File: src/rtl/uart_frame_rx.sv
// rtl/uart_frame_rx.sv - 8N1 serial receiver assembling BYTES-byte frames into one word
module uart_frame_rx #(
    parameter int BAUD_DIV     = 5208,
    parameter int BYTES        = 5,
    parameter int TIMEOUT_BITS = 20
) (
    input  logic                 sys_clk,
    input  logic                 rst,
    input  logic                 uart_rx,
    output logic [8*BYTES-1:0]   Data,
    output logic                 frame_done,
    output logic                 frame_err,
    output logic [7:0]           rx_byte,
    output logic [2:0]           byte_cnt
);

    localparam int W  = 8 * BYTES;
    localparam int CW = $clog2(BAUD_DIV);
    localparam int IW = $clog2(TIMEOUT_BITS * BAUD_DIV + 1);

    localparam logic [CW-1:0] HALF_M1  = CW'(BAUD_DIV / 2 - 1);
    localparam logic [CW-1:0] FULL_M1  = CW'(BAUD_DIV - 1);
    localparam logic [IW-1:0] LIMIT    = IW'(TIMEOUT_BITS * BAUD_DIV);
    localparam logic [IW-1:0] LIMIT_M1 = IW'(TIMEOUT_BITS * BAUD_DIV - 1);
    localparam logic [2:0]    LAST     = 3'(BYTES - 1);

    typedef enum logic [2:0] {
        S_IDLE,
        S_START,
        S_DATA,
        S_STOP,
        S_WAIT_HIGH
    } state_t;

    logic          rx_meta_q, rx_s_q, rx_prev_q;
    state_t        state_q, state_d;
    logic [CW-1:0] baud_q, baud_d;
    logic [2:0]    bit_q, bit_d;
    logic [7:0]    shift_q, shift_d;
    logic [W-1:0]  frame_q, frame_d;
    logic [2:0]    byte_cnt_q, byte_cnt_d;
    logic [IW-1:0] idle_q, idle_d;
    logic [W-1:0]  data_q, data_d;
    logic          done_q, done_d;
    logic          err_q, err_d;
    logic [7:0]    rx_byte_q, rx_byte_d;

    logic          fall;
    logic [W-1:0]  word;

    // Two-flop synchronizer plus one-cycle history for start-edge detection
    always_ff @(posedge sys_clk) begin
        if (rst) begin
            rx_meta_q <= 1'b1;
            rx_s_q    <= 1'b1;
            rx_prev_q <= 1'b1;
        end else begin
            rx_meta_q <= uart_rx;
            rx_s_q    <= rx_meta_q;
            rx_prev_q <= rx_s_q;
        end
    end

    assign fall = rx_prev_q & ~rx_s_q;

    // State and datapath registers
    always_ff @(posedge sys_clk) begin
        if (rst) begin
            state_q    <= S_IDLE;
            baud_q     <= '0;
            bit_q      <= '0;
            shift_q    <= '0;
            frame_q    <= '0;
            byte_cnt_q <= '0;
            idle_q     <= '0;
            data_q     <= '0;
            done_q     <= 1'b0;
            err_q      <= 1'b0;
            rx_byte_q  <= '0;
        end else begin
            state_q    <= state_d;
            baud_q     <= baud_d;
            bit_q      <= bit_d;
            shift_q    <= shift_d;
            frame_q    <= frame_d;
            byte_cnt_q <= byte_cnt_d;
            idle_q     <= idle_d;
            data_q     <= data_d;
            done_q     <= done_d;
            err_q      <= err_d;
            rx_byte_q  <= rx_byte_d;
        end
    end

    // Next-state logic: bit timing, byte acceptance, frame completion and timeout
    always_comb begin
        state_d    = state_q;
        baud_d     = baud_q;
        bit_d      = bit_q;
        shift_d    = shift_q;
        frame_d    = frame_q;
        byte_cnt_d = byte_cnt_q;
        idle_d     = '0;
        data_d     = data_q;
        done_d     = 1'b0;
        err_d      = 1'b0;
        rx_byte_d  = rx_byte_q;

        // Frame buffer with the just-received byte dropped into its slot
        word = frame_q;
        for (int i = 0; i < BYTES; i++) begin
            if (byte_cnt_q == 3'(i)) begin
                word[8*i +: 8] = shift_q;
            end
        end

        case (state_q)
            S_IDLE: begin
                baud_d = '0;
                if (fall) begin
                    // A start edge beats a simultaneous timeout expiry
                    state_d = S_START;
                end else if (byte_cnt_q != 3'd0) begin
                    if (idle_q == LIMIT_M1) begin
                        err_d      = 1'b1;
                        byte_cnt_d = '0;
                        idle_d     = LIMIT;
                    end else if (idle_q != LIMIT) begin
                        idle_d = idle_q + IW'(1);
                    end else begin
                        idle_d = LIMIT;
                    end
                end
            end
            S_START: begin
                if (baud_q == HALF_M1) begin
                    baud_d  = '0;
                    bit_d   = '0;
                    state_d = rx_s_q ? S_IDLE : S_DATA;
                end else begin
                    baud_d = baud_q + CW'(1);
                end
            end
            S_DATA: begin
                if (baud_q == FULL_M1) begin
                    baud_d  = '0;
                    shift_d = {rx_s_q, shift_q[7:1]};
                    bit_d   = bit_q + 3'd1;
                    if (bit_q == 3'd7) begin
                        state_d = S_STOP;
                    end
                end else begin
                    baud_d = baud_q + CW'(1);
                end
            end
            S_STOP: begin
                if (baud_q == FULL_M1) begin
                    baud_d = '0;
                    if (rx_s_q) begin
                        rx_byte_d = shift_q;
                        frame_d   = word;
                        if (byte_cnt_q == LAST) begin
                            data_d     = word;
                            done_d     = 1'b1;
                            byte_cnt_d = '0;
                        end else begin
                            byte_cnt_d = byte_cnt_q + 3'd1;
                        end
                        state_d = S_IDLE;
                    end else begin
                        err_d      = 1'b1;
                        byte_cnt_d = '0;
                        state_d    = S_WAIT_HIGH;
                    end
                end else begin
                    baud_d = baud_q + CW'(1);
                end
            end
            S_WAIT_HIGH: begin
                // Require a full bit-time of continuous idle before rearming
                if (!rx_s_q) begin
                    baud_d = '0;
                end else if (baud_q == FULL_M1) begin
                    baud_d  = '0;
                    state_d = S_IDLE;
                end else begin
                    baud_d = baud_q + CW'(1);
                end
            end
            default: begin
                state_d = S_IDLE;
                baud_d  = '0;
            end
        endcase
    end

    assign Data       = data_q;
    assign frame_done = done_q;
    assign frame_err  = err_q;
    assign rx_byte    = rx_byte_q;
    assign byte_cnt   = byte_cnt_q;

endmodule

File: config.mk
export PLATFORM = sky130hd
export DESIGN_NAME = uart_frame_rx
export DESIGN_NICKNAME = d
export VERILOG_FILES = /design/src/rtl/uart_frame_rx.sv
export SDC_FILE = /design/constraint.sdc
export NUM_CORES = 1
export LEC_CHECK = 0
export CORE_ASPECT_RATIO = 1.75
export CORE_MARGIN = 5
export CORE_UTILIZATION = 60
export CTS_CLUSTER_DIAMETER = 40
export DETAILED_ROUTE_END_ITERATION = 10
export HOLD_SLACK_MARGIN = 0.03
export PLACE_DENSITY = 0.86
export SLEW_MARGIN = 20
export SYNTH_ARGS = -nofsm -noshare
export SYNTH_HDL_FRONTEND = slang
export SYNTH_SLANG_ARGS = --single-unit
File: constraint.sdc
create_clock -name sys_clk -period 3.35 [get_ports sys_clk]
set_input_delay 1.005 -clock sys_clk [delete_from_list [all_inputs] [get_ports sys_clk]]
set_output_delay 1.005 -clock sys_clk [all_outputs]
set_load 0.01 [all_outputs]
Yosys cells after proc, flatten, opt, wreduce, memory -nomap -nowiden
Cells that the tools add are included.
- register bits: 140
- input bits: 3
- output and inout bits: 53
- logic and storage cells: 102
- add/subtract/negate cells: 4
- equal/unequal tests: 23
- muxes and demuxes: 38
- bitwise operators: 7
- reductions and logical operators: 15
- operator list (cell ; number):
    3-bit two-way mux ; 16
    8-bit two-way mux ; 5
    13-bit two-way mux ; 3
    13-bit one-hot mux with 3 select lines ; 1
    17-bit two-way mux ; 2
    2-bit != test, second input constant ; 10
    17-bit by 1-bit adder with 17-bit output, second input constant ; 1
    17-bit equality test, second input constant ; 1
    17-bit != test, second input constant ; 1
    3-bit one-hot mux with 5 select lines ; 1
    13-bit by 1-bit adder with 13-bit output, second input constant ; 1
    13-bit by 12-bit equality test with 1-bit output, second input constant ; 1
    13-bit equality test, second input constant ; 1
    3-bit by 2-bit equality test with 1-bit output, second input constant ; 4
    3-bit one-hot mux with 2 select lines ; 2
    3-bit equality test, second input constant ; 3
    4-bit OR reduction ; 2
    7-bit AND reduction ; 1
    3-bit by 1-bit adder with 3-bit output, second input constant ; 2
    3-bit by 1-bit equality test with 1-bit output, second input constant ; 2
    3-bit zero test ; 2
    1-bit two-way mux ; 6
    1-bit NOT ; 6
    3-bit AND reduction ; 2
    10 further kinds ; 11

Logic depth before layout (Yosys ltp)
- depth after elaboration: 5
- depth in mapped cells: 8
- depth with buffers taken out: 6

Worst setup path before layout
Ideal clock, no wire load.
- kind: input -> register
- start: input rst
- end: register idle_q[11]
- library setup time: 64 ps
- arrival time: 2169 ps
- data required time: 3286 ps
- setup slack: 1117 ps
- stages on the path: 6
- buffers on the path: 3
- cell sequence: clkbuf_1 -> or4_1 -> buf_2 -> a21o_1 -> buf_6 -> nor2_1
- word-level cells in the longest chain between the ends: 1
- RTL lines (item ; RTL line ; source):
    from (decl) ; 8 ; input logic rst,
    6-bit OR reduction (no line) ; -- ;
    to (signal assigned) ; 87 ; idle_q <= idle_d;
    to (decl) ; 42 ; logic [IW-1:0] idle_q, idle_d;
Every way passes these cells.
A chain may end at the register's enable or synchronous reset.

Worst setup path in the final report
- start: register byte_cnt_q[0] (netlist: byte_cnt[0])
- end: output byte_cnt[0]
- RTL lines (item ; RTL line ; source):
    from (decl) ; 41 ; logic [2:0] byte_cnt_q, byte_cnt_d;
    from (signal assigned) ; 86 ; byte_cnt_q <= byte_cnt_d;
    to (decl) ; 14 ; output logic [2:0] byte_cnt
No word-level cell between the ends.

==> run metrics <==
hold bufs inserted after CTS 0; FF-to-FF setup slack 0.91 ns; clk buf depth 2; largest net degree at the start of global routing 128; status completed; Yosys cell types 47; Max Slew Vio Count 0; asr flop ratio synth 0%; clock sinks 132; clk_lat worst skew 0.41 ns; core area 9409 µm²; ranking of synthesized cells by area dfxtp_1 (46%), mux2i_1 (12%), nand2b_1 (8.2%), nand3_1 (2.8%), o21ai_0 (2.3%); Tightest Pin Transition 0.6874 ns; initial core utilization 60.84%; capture point of the worst reg-to-reg path Data[5]; CP endpoint byte_cnt[0]; worst-path maximum fanout 6; CP Buf/Inv Count 1; Setup Skew 0.007251 ns; most numerous cell in the Yosys netlist dfxtp_1; die width 83.84 µm; family with the most delay on the worst path buffers and inverters; leading area contributor after synthesis dfxtp_1; Ports 56; Final TNS setup 0 ns; Post-CTS Setup Inserts 0; ANT cells 0; TritonCTS clock tree done; leakage 2.272 nW; slowest cell delay on critical path 0.61 ns; maximum capacitance violations 0; via count 4587; synthesis-to-layout area growth 20.24%; Mapped Area 5724 µm²; Worst EP required 2.34 ns; Post-Syn Nets 611; critical path class flop to output pin; wire length per cell 17.35 µm; dominant synthesized flop cell dfxtp_1; Hold Vio Cnt, Final 0; Routed Wire Length 13340 µm; Levels on crit path 1; share of layout cells above drive strength 1 7.264%; synthesized flop and latch total 132; CP startpoint byte_cnt[0]; Clock Pin Slew Worst Setup and Hold Paths 0.05 ns; YS warnings 0; num rows 47; area post-placement 6294 µm²; Port Buffer Count 55; vias in the first global route 4554; Residual DRC 0; Post-synth EDFFs 0; Reg2Reg Depth 6; Die Area 11670 µm²; Fillers 643; post-route design area 6883 µm²; NumNets Final 648; hold crit path type flop to flop; Slew Limit Headroom 54.08%; total track usage 23.47%; Mean Syn Cell Area 9.572 µm²; Detail Placement HPWL 9078 µm; CP arrival 1.45 ns; Inserted Clock Buffers 17; Max Clk Rate 406.5 MHz; 1st-iter DRT viols 364; Mapped Cells 598; grt ovf 0; die height 139.2 µm; initial antenna violation count 0; global-route wire length before repair 22140 µm; pwr dens 500.7 nW/µm²; crit path capture type output pin; r2r startpoint baud_q[0]; top cells by count, synth dfxtp_1 (132), nand2b_1 (75), mux2i_1 (66); Synth top area share 46.16%; sequential area share after synthesis 46.16%; DRT Pass-1 Iters 5; Resized Gates After CTS 0; RSZ-0062 raised after global routing no; Final Critical Period 2.460 ns; vias per cell 5.965; H-tree Lvls 4; Final Cycle Share 73.42%; nature of the critical path startpoint flop; CP max stage cell clkdlybuf4s50_1; final setup fails 0; Routed Antenna Nets 0; clk root buf clkbuf_16; Worst IR Drop VDD 0.4300 mV; GP Congestion 0.8350; critical path cell sequence clkdlybuf4s50_1
==> kinds of logic (layout without fill, tap and decap cells) <==
logic type | after synthesis | count (layout) | synth area share [%]
AOI/OAI and AO/OA | 83 | 83 | 8.590
and+or+nand+nor | 229 | 229 | 23.65
DFF | 132 | 132 | 46.16
buffers and inverters | 54 | 103 | 4.197
xor gates and xnor gates | 24 | 24 | 3.672
muxes | 66 | 66 | 11.54
adders and majority gates | 10 | 10 | 2.186
==> metal layers <==
metal | GRT usage [%] | wire length (µm)
met1 | 24.73 | 5039
met2 | 43.05 | 7222
met3 | 5.914 | 565
met4 | 10.85 | 515
met5 | 0 | 0
==> state kept, by name (all words and copies together), names as in the netlist <==
| name | cells |
|---|---|
| rx_prev_q | 1 |
| baud_q | 13 |
| frame_err | 1 |
| byte_cnt | 3 |
| frame_q | 32 |
| rx_s_q | 1 |
| bit_q | 3 |
| state_q | 3 |
| rx_byte | 8 |
| frame_done | 1 |
| idle_q | 17 |
| Data | 40 |
| shift_q | 8 |
| rx_meta_q | 1 |
==> placed cells by master (no fill, tap or decap), types with 3 or more instances in the layout <==
cell type,n
nand2b_1,75
clkinvlp_4,3
clkinv_2,5
xor2_1,12
or2_2,3
or4_1,11
nor3_1,18
nand4_1,11
nor2b_1,5
mux2i_1,66
nand2_1,14
nor2_1,22
nor3b_1,3
a21oi_1,25
clkdlybuf4s50_1,54
o221ai_1,3
and4_1,8
clkinv_4,3
a31oi_1,10
ha_1,10
dfxtp_1,132
clkbuf_16,17
xnor2_1,12
nor4_1,5
inv_1,9
buf_4,7
o21ai_0,26
bufinv_16,3
nand3_1,32
a211oi_1,8
or3_1,7
==> report_power, final <==
part	leakage, nW	internal (mW)	switching [mW]
clock network	0.284	1.16	0.667
registers	1.06	1.57	0.00234
logic	0.924	0.0206	0.0244
total	2.27	2.75	0.694
==> metrics by stage <==
step	utilization, %	hold WS [ns]	setup WS [ns]	power (mW)	cells
6_report	73.15	0.4070	0.8903	3.447	769
5_1_grt	73.15	0.4417	0.6981	3.565	769
4_1_cts	73.15	0.4079	0.8708	3.465	769
3_5_place_dp	66.89	0.3948	0.9248	1.653	738
3_3_place_gp	66.89	0.3924	0.9700	1.652	738
2_1_floorplan	-	0.3895	1.117	1.644	598
==> cell type report <==
type                            instances  area (µm²)  area share [%]
Clock buffer                           17       425.4           6.181
Clock inverter                         14       163.9           2.381
Inverter                                9       33.78          0.4908
Multi-Input combinational cell        412        2846           41.36
Sequential cell                       132        2643           38.39
Tap cell                              122       152.6           2.218
Timing Repair Buffer                   63       618.1           8.980
==> worst min path at each step <==
stage | slack [ns] | to | start | cells after the start
after global routing | 0.44 | rx_s_q | rx_meta_q | 1
after floorplan | 0.39 | rx_s_q | rx_meta_q | 1
after detailed placement | 0.39 | rx_s_q | rx_meta_q | 1
after global placement | 0.39 | rx_s_q | rx_meta_q | 1
after CTS | 0.41 | rx_s_q | rx_meta_q | 1
final | 0.41 | rx_s_q | rx_meta_q | 1
Power figures use the tool's default switching activity.
